File: config.mk
export PLATFORM = sky130hd
export DESIGN_NAME = mbist_addr_gen
export DESIGN_NICKNAME = d
export VERILOG_FILES = /design/src/rtl/mbist_addr_gen.sv
export SDC_FILE = /design/constraint.sdc
export NUM_CORES = 1
export LEC_CHECK = 0
export ABC_AREA = 1
export ABC_CLOCK_PERIOD_IN_PS = 5600
export BUFFER_PORTS_ARGS = -buffer_cell sky130_fd_sc_hd__buf_2
export CAP_MARGIN = 20
export CELL_PAD_IN_SITES_DETAIL_PLACEMENT = 1
export CELL_PAD_IN_SITES_GLOBAL_PLACEMENT = 2
export CORE_MARGIN = 2
export CORE_UTILIZATION = 34
export CTS_CLUSTER_DIAMETER = 40
export DETAILED_ROUTE_END_ITERATION = 16
export PLACE_DENSITY_LB_ADDON = 0.1
export SKIP_CTS_REPAIR_TIMING = 1
export SYNTH_ARGS = -nofsm -noshare
export SYNTH_HDL_FRONTEND = slang
export SYNTH_SLANG_ARGS = --single-unit
File: constraint.sdc
create_clock -name clk -period 5.6 [get_ports clk]
set_input_delay 1.12 -clock clk [delete_from_list [all_inputs] [get_ports clk]]
set_output_delay 1.12 -clock clk [all_outputs]
set_load 0.02 [all_outputs]
File: src/rtl/mbist_addr_gen.sv
// MBIST address sequencer: linear bounded or row-fast full-array sweeps,
// either direction, with completion, abort and illegal-start reporting.
module mbist_addr_gen #(
    parameter int ADDR_W = 10,
    parameter int ROW_W  = 5
) (
    input  logic              clk,
    input  logic              rst_n,
    input  logic              start,
    input  logic              abort,
    input  logic              adv,
    input  logic              u_d,
    input  logic              mode,
    input  logic [ADDR_W-1:0] addr_lo,
    input  logic [ADDR_W-1:0] addr_hi,
    output logic [ADDR_W-1:0] addr,
    output logic              busy,
    output logic              last,
    output logic              done,
    output logic              err
);

    localparam int COL_W = ADDR_W - ROW_W;

    typedef enum logic {
        IDLE = 1'b0,
        RUN  = 1'b1
    } state_t;

    state_t            state_q, state_d;
    logic [ADDR_W-1:0] addr_q, addr_d;
    logic [ADDR_W-1:0] end_q, end_d;
    logic              up_q, up_d;
    logic              mode_q, mode_d;
    logic              done_q, done_d;
    logic              err_q, err_d;

    logic [ROW_W-1:0]  row;
    logic [COL_W-1:0]  col;
    logic [ADDR_W-1:0] addr_step;
    logic              at_end;

    assign row    = addr_q[ADDR_W-1:COL_W];
    assign col    = addr_q[COL_W-1:0];
    assign at_end = (addr_q == end_q);

    // Row-fast: the row field moves every step, the column only on row wrap.
    always_comb begin
        addr_step = addr_q;
        if (!mode_q) begin
            addr_step = up_q ? addr_q + ADDR_W'(1) : addr_q - ADDR_W'(1);
        end else if (up_q) begin
            if (&row) addr_step = {{ROW_W{1'b0}}, col + COL_W'(1)};
            else      addr_step = {row + ROW_W'(1), col};
        end else begin
            if (~|row) addr_step = {{ROW_W{1'b1}}, col - COL_W'(1)};
            else       addr_step = {row - ROW_W'(1), col};
        end
    end

    always_comb begin
        state_d = state_q;
        addr_d  = addr_q;
        end_d   = end_q;
        up_d    = up_q;
        mode_d  = mode_q;
        done_d  = 1'b0;
        err_d   = 1'b0;
        case (state_q)
            IDLE: begin
                if (start && !abort) begin
                    if (!mode && (addr_lo > addr_hi)) begin
                        err_d = 1'b1;
                    end else begin
                        state_d = RUN;
                        up_d    = u_d;
                        mode_d  = mode;
                        if (mode) begin
                            addr_d = u_d ? {ADDR_W{1'b0}} : {ADDR_W{1'b1}};
                            end_d  = u_d ? {ADDR_W{1'b1}} : {ADDR_W{1'b0}};
                        end else begin
                            addr_d = u_d ? addr_lo : addr_hi;
                            end_d  = u_d ? addr_hi : addr_lo;
                        end
                    end
                end
            end
            RUN: begin
                if (abort) begin
                    state_d = IDLE;
                end else if (adv) begin
                    if (at_end) begin
                        state_d = IDLE;
                        done_d  = 1'b1;
                    end else begin
                        addr_d = addr_step;
                    end
                end
            end
            default: state_d = IDLE;
        endcase
    end

    always_ff @(posedge clk or negedge rst_n) begin
        if (!rst_n) begin
            state_q <= IDLE;
            addr_q  <= '0;
            end_q   <= '0;
            up_q    <= 1'b0;
            mode_q  <= 1'b0;
            done_q  <= 1'b0;
            err_q   <= 1'b0;
        end else begin
            state_q <= state_d;
            addr_q  <= addr_d;
            end_q   <= end_d;
            up_q    <= up_d;
            mode_q  <= mode_d;
            done_q  <= done_d;
            err_q   <= err_d;
        end
    end

    assign addr = addr_q;
    assign busy = (state_q == RUN);
    assign last = busy && at_end;
    assign done = done_q;
    assign err  = err_q;

endmodule

======== After elaboration in Yosys (flattened, before gate mapping) ========
Cells that the tools add are included.
operators by class
  magnitude comparators ................... 1
  bitwise logic cells ..................... 2
  muxes and demuxes ....................... 30
  reductions and logical operators ........ 10
  equality and inequality tests ........... 8
  add/sub/neg operators ................... 6
operators with widths
  kind                                                   count
  2-to-1 mux 10 bit                                      16
  case mux 10 bit (2 select lines)                       1
  2-to-1 mux 1 bit                                       12
  adder 10 x 1 -> 10 bit, second input constant          1
  adder 5 x 1 -> 5 bit, second input constant            2
  equality test 10 bit                                   1
  > comparator 10 bit                                    1
  inequality test 2 bit, second input constant           5
  AND reduction 5 bit                                    2
  subtractor 10 x 1 -> 10 bit, second input constant     1
  subtractor 5 x 1 -> 5 bit, second input constant       2
  AND reduction 7 bit                                    1
  OR reduction 5 bit                                     1
  inequality test 4 x 3 -> 1 bit, second input constant  1
  inequality test 4 bit, second input constant           1
  logical AND 1 bit                                      3
  AND reduction 3 bit                                    1
  logical NOT 1 bit                                      2
  inverter 1 bit                                         2
  case mux 1 bit (2 select lines)                        1
word-level totals
  register bits ........................... 25
  output and inout bits ................... 14

======== Longest topological paths before layout ========
Gate-level depths: netlist of run 1.
  depth in word-level cells ............... 8
  depth in mapped cells ................... 14
  depth with buffers taken out ............ 14

======== Worst setup path after synthesis of run 1 ========
OpenSTA, ideal clock, no wires.
  path kind ............................... reg-to-output
  from .................................... register addr_q[0], in the netlist addr[0]
  to ...................................... output last
  arrival ................................. 1.357 ns
  cell stages (with the launch flop) ...... 7
  path slack .............................. 3.123 ns
  path buffers ............................ 1
  data required time ...................... 4.480 ns
  path through ............................ dfrtp_1 buf_6 xnor2_1 nand2_1 nor2_2 nand3_2 nor2_1
between the ends
  longest elaborated chain between the ends .. 2
ends and longest elaborated chain
  item                      line  source
  start: declaration        31    logic [ADDR_W-1:0] addr_q, addr_d;
  start signal: assignment  115   addr_q <= addr_d;
  equality test 10 bit      45    assign at_end = (addr_q == end_q);
  logical AND 1 bit         126   assign last = busy && at_end;
  end: declaration          18    output logic last,
Every way passes these cells.

======== Final worst setup path of run 1 ========
  from .................................... register addr_q[2], in the netlist addr[2]
  to ...................................... output last
The elaborated chain is that of the path after synthesis.

==> flow_summary.yaml, run 1 <==
critical_path:
  cpMaxStageDelayCell: "dfrtp_1"
  r2r-start: "up_q$_DFFE_PN0P_"
  end_kind: "output pin"
  path_cells: "xnor2_2, nand2_1, nor2_2, nand3_2, nor2_1, buf_2"
  crit_path_max_fanout: 12
  crit_path_start_kind: "flop"
  critical-path-top-delay-family: "flip-flops"
  path_class: "flop to output pin"
  worst_ep_arrival_time_ns: 1.73
  rr_worst_depth: 10
  crit_required_ns: 4.48
  slowest_delay_ns: 0.66
  critical_path_buf_inv_count: 1
  crit_start: "addr[2]$_DFFE_PN0P_"
  crit_cells: 6
die:
  coreArea_mm2: 0.007807
  die-width_um: 94.06
  floorplan.initialDensity_pct: 35.32
  die-area_mm2: 0.008847
  ios: 41
  die_h_um: 94.06
  num_rows: 32
timing:
  setup_violations: 0
  skew_ns: 0.004223
  final_hold_viol_count: 0
  fin_tns_setup_ns: 0
  maxSlewHeadroom_pct: 62.27
  tightest_slew_ns: 0.5659
  fmax_ghz: 0.3514
  period_needed_ns: 2.846
  min_period_over_period_pct: 50.82
  slew_viol_final: 0
  rsz0062_at_grt: "false"
  worst_hold_slack_ns: 0.5041
  timing.final.ws_setup_ns: 2.754
finish:
  nets: 510
  postLayoutCoreUtil_pct: 38.78
  multi_input_area_mm2: 0.001782
  drive_gt1_share_pct: 14.19
  fillers: 1072
  antennaDiodeCount: 0
  area_delta_synth_final_pct: 9.800
  regArea_um2: 625.6
yosys:
  netlist_top_cells_area: "dfrtp_1 (23%), nand2_1 (16%), ha_1 (10%)"
  ys_top_cells_by_count: "nand2_1 (118), inv_1 (61), nor2_1 (43)"
  yosys.area.top_type_share_pct: 22.69
  ys_seq_area_share_pct: 22.69
  yosys.cell_count.top_type: "nand2_1"
  yosys_register_bits: 25
  syn_inst: 429
  syn_area_mm2: 0.002758
  ys.flop_type: "dfrtp_1"
  ys_types: 37
  yosys.area.top_type: "dfrtp_1"
  synth-edff-count: 0
  synth_fp_nets: 480
  syn_avg_cell_area_um2: 6.428
  yosysWarnings: 0
  synthArstFlopShare_pct: 100.0
grt:
  grt_max_degree: 26
  grt-ovfl-total: 0
  antenna_found_initial: 0
  grt_pass1_wl_um: 13940
  grt_pass1_vias: 2919
  grt_use_total_pct: 19.44
clock_tree:
  cts_tree: "built"
  clkSinkCount: 25
  clk_latency_ns: 0.27
  cts_root_buffer: "clkbuf_8"
  htree_levels: 1
  cts_made_buffers: 3
  path_clk_slew_ns: 0.09
  clock_tree.buffer_depth: 2
route:
  drc: 0
  drtIter0Drc: 53
  drtAntennaViolNets: 0
  drt_first_pass_iters: 4
  wl_per_cell_um: 14.28
  wirelength_um: 7999
  viasPerCell: 5.025
  num_vias: 2814
min_path:
  worstHoldStart: "end_q[9]$_DFFE_PN0P_"
  hold_depth: 2
  min_path_type: "flop to flop"
placed_design:
  hpwl_um: 6481
  place_ws_ns: 2.631
  portBuffers: 40
  place.gp.congestion: 0.8391
power:
  power_switching_uw: 676.3
  switching_share_pct: 53.56
  pwr-share-seq_pct: 29.2
  power.total_uw: 1263
  max-vdd-ir-drop_mv: 0.09008
  p_clk_share_pct: 8.4
  p_int_uw: 586.3
  p_per_area_mw_per_mm2: 417.0
  p_leak_uw: 0.001671
  pwr-share-comb_pct: 62.4
run:
  maxCapViolations: 0
run_status:
  status: "finished, final reports clean"
[area by class of cell]
cell class | instances | area share, %
clock buffer | 4 | 1.488
inverter | 66 | 8.182
multi-input combinational | 323 | 58.84
sequential | 25 | 20.66
tap | 102 | 4.215
timing repair buffer | 40 | 6.612
[power groups by stage]
stage	combinational [µW]	clock, µW	sequential, µW
floorplan	630	0	337
global placement	781	0	372
detailed placement	795	0	374
CTS	801	109	370
global route	921	116	387
finish	788	106	368
[state kept, by name (all words and copies together), names as in the netlist]
| signal | cells |
|---|---|
| addr | 10 |
| busy | 1 |
| done | 1 |
| end_q | 10 |
| err | 1 |
| mode_q | 1 |
| up_q | 1 |
[metrics by stage]
stage	area, µm²	std cells
finish	3028	560
global route	3028	560
CTS	3028	560
detailed placement	2983	556
global placement	2983	556
floorplan	2758	429
[final timing paths]
check	to	slack [ns]
setup / recovery	last	2.75
hold reg to reg	end_q[9]$_DFFE_PN0P_	0.50
max in group asynchronous	end_q[5]$_DFFE_PN0P_	4.39
min in group asynchronous	end_q[7]$_DFFE_PN0P_	0.84
setup reg to reg	addr[4]$_DFFE_PN0P_	3.39
hold / removal	end_q[9]$_DFFE_PN0P_	0.50
[worst reg2reg max path, delay by kind of cell (launching register included)]
kind | cells | cell delay (ns)
compound gates | 2 | 0.33
fa+ha+maj | 1 | 0.39
buf+inv | 1 | 0.39
flops | 1 | 0.45
simple gates | 6 | 0.55
[cell families after synthesis]
group	share of synthesized area, %
flip-flops	22.69
XOR/XNOR	4.038
adder cells (fa/ha/maj)	11.16
buffers and inverters	12.70
AO/OA/AOI/OAI	13.66
AND/OR/NAND/NOR	35.75
[metal layers]
| layer | wire, µm | vias to the layer above | GRT usage [%] |
|---|---|---|---|
| met2 | 3780 | 42 | 34.52 |
| met4 | 63 | 0 | 3.865 |
| met3 | 191 | 6 | 1.124 |
| li1 | - | 1451 | - |
| met5 | 0 | - | 0 |
| met1 | 3964 | 1315 | 26.10 |
[placed cells by master, fill, tap and decap left out, drive strengths merged, types with 2 or more instances in the layout]
| cell type | n |
|---|---|
| nand2 | 123 |
| inv | 65 |
| nor2 | 47 |
| buf | 40 |
| nand3 | 38 |
| dfrtp | 25 |
| o21ai | 25 |
| ha | 23 |
| a21oi | 16 |
| o22ai | 16 |
| nand4 | 8 |
| xnor2 | 7 |
| xor2 | 4 |
| clkbuf | 4 |
| nor3 | 3 |
| o211ai | 2 |
| o221ai | 2 |
Power figures use the tool's default switching activity.
==> inputs of run 2 (changes only) <==
Settings changed: ABC_AREA 1 to 0, ABC_CLOCK_PERIOD_IN_PS 5600 to 2700.
Clock period 5.6 ns to 2.7 ns, I/O delays scaled along.
==> flow_summary.yaml, run 2 <==
run_status:
  status: "finished, final reports clean"
timing:
  min_period_over_period_pct: 90.40
  maxSlewHeadroom_pct: 60.72
  rsz0062_at_grt: "false"
  skew_ns: 0.008545
  worst_hold_slack_ns: 0.2540
  tightest_slew_ns: 0.5892
  slew_viol_final: 0
  fmax_ghz: 0.4097
  final_hold_viol_count: 0
  setup_violations: 0
  fin_tns_setup_ns: 0
  period_needed_ns: 2.441
min_path:
  min_path_type: "input pin to async pin"
critical_path:
  end_kind: "output pin"
  path_class: "flop to output pin"
  crit_path_start_kind: "flop"
  crit_path_max_fanout: 9
  worst_ep_arrival_time_ns: 1.90
  critical-path-top-delay-family: "simple AND/OR/NAND/NOR gates"
  cpMaxStageDelayCell: "dfrtp_1"
  path_cells: "xnor2_1, nand4_1, nor4_1, buf_2"
  crit_required_ns: 2.16
  critical_path_buf_inv_count: 1
  slowest_delay_ns: 0.51
yosys:
  syn_inst: 325
  yosys.area.top_type_share_pct: 23.74
  syn_area_mm2: 0.002635
  syn_avg_cell_area_um2: 8.108
  synthArstFlopShare_pct: 100.0
  synth_fp_nets: 376
  ys_seq_area_share_pct: 23.74
  yosys.area.top_type: "dfrtp_1"
  ys_types: 59
  synth-edff-count: 0
  yosysWarnings: 0
  yosys_register_bits: 25
  ys.flop_type: "dfrtp_1"
  netlist_top_cells_area: "dfrtp_1 (24%), ha_1 (11%), o21ai_0 (5.7%)"
  yosys.cell_count.top_type: "o21ai_0"
  ys_top_cells_by_count: "o21ai_0 (30), dfrtp_1 (25), a21oi_1 (23), ha_1 (23), inv_1 (23)"
placed_design:
  place.gp.congestion: 0.7666
  hpwl_um: 6604
  portBuffers: 40
grt:
  grt_pass1_wl_um: 13870
  grt_use_total_pct: 20.53
  grt_max_degree: 33
  grt_pass1_vias: 2634
  antenna_found_initial: 0
  grt-ovfl-total: 0
route:
  wirelength_um: 8126
  drtAntennaViolNets: 0
  num_vias: 2572
  viasPerCell: 5.496
  drtIter0Drc: 75
  wl_per_cell_um: 17.36
  drt_first_pass_iters: 4
  drc: 0
clock_tree:
  clkSinkCount: 25
  clock_tree.buffer_depth: 2
  cts_tree: "built"
  cts_root_buffer: "clkbuf_8"
  htree_levels: 1
  path_clk_slew_ns: 0.09
  cts_made_buffers: 3
  clk_latency_ns: 0.27
die:
  die_h_um: 92.04
  die-width_um: 92.04
  coreArea_mm2: 0.007607
  die-area_mm2: 0.008470
  floorplan.initialDensity_pct: 34.64
  ios: 41
  num_rows: 32
power:
  max-vdd-ir-drop_mv: 0.2228
  p_per_area_mw_per_mm2: 896.7
  p_leak_uw: 0.001321
  power.total_uw: 2733
finish:
  nets: 418
  final_cell_mix: "buf_2 (40), o21ai_0 (30), dfrtp_1 (25)"
  drive_gt1_share_pct: 22.95
  antennaDiodeCount: 0
  area_delta_synth_final_pct: 15.67
  layout_commonest_cell: "buf_2"
  postLayoutCoreUtil_pct: 40.07
run:
  maxCapViolations: 0
## run 2: cell types whose count changed after synthesis, moves of 12 or more
cell | previous run | this run
nand3_1 | 32 | 11
nand2_1 | 118 | 19
o21ai_0 | 14 | 30
inv_1 | 61 | 23
o22ai_1 | 16 | 0
mux2_2 | 0 | 12
nor2_1 | 43 | 20
nand2b_1 | 0 | 12
## run 2: kinds of logic after synthesis
kind of cell	count (synthesis)	share of synthesized area, %
flops	25	23.74
fa+ha+maj	24	11.68
simple gates	98	19.52
compound gates	101	25.69
mux	13	5.508
xor+xnor	20	6.647
buf+inv	44	7.217
## run 2: power by group
group / total, µW / switching, µW / internal [µW]
clock: 229 / 123 / 106
sequential: 691 / 196 / 495
combinational: 1810 / 1030 / 784
## run 2: worst reg2reg max path, cell delays in order, from the launching register on
cell and delay (ns):
dfrtp_1 0.55, ha_1 0.27, and3_1 0.17, ha_1 0.23, nand2_1 0.19, o311ai_0 0.37
a311oi_1 0.18, o32ai_1 0.32
## run 2: final timing paths
kind                                       from                   end  slack, ns  depth (start not counted)
max                         addr[6]$_DFFE_PN0P_                  last       0.26                          4
min                                       rst_n   addr[6]$_DFFE_PN0P_       0.25                          1
max reg2reg                 addr[6]$_DFFE_PN0P_   addr[3]$_DFFE_PN0P_       0.31                          7
min reg2reg                end_q[1]$_DFFE_PN0P_  end_q[1]$_DFFE_PN0P_       0.53                          1
max in group asynchronous                 rst_n  end_q[3]$_DFFE_PN0P_       2.05                          1
min in group clk                          abort        done$_DFF_PN0_       0.47                          2
## run 2: area by class of cell
type	instances	area, µm²
Multi-Input combinational cell	256	1819
Inverter	24	90.09
Timing Repair Buffer	57	340.3
Tap cell	102	127.6
Clock buffer	4	45.04
Fill cell	968	4559
Sequential cell	25	625.6
## run 2: layer usage
metal	GRT usage, %	wire, µm	vias up	share of wire [%]
li1	-	-	1275	-
met1	29.05	3921	1246	48
met2	34.38	3865	46	48
met3	1.890	272	5	3.3
met4	3.856	66	0	0.81
met5	0	0	-	0
## run 2: stage by stage
step                      instances  cell area (µm²)  setup slack [ns]
after floorplan                 325             2635            0.3711
after global placement          464             3003            0.2753
after detailed placement        464             3003            0.2365
after CTS                       468             3048            0.2642
after global routing            468             3048           0.01722
final                           468             3048            0.2591
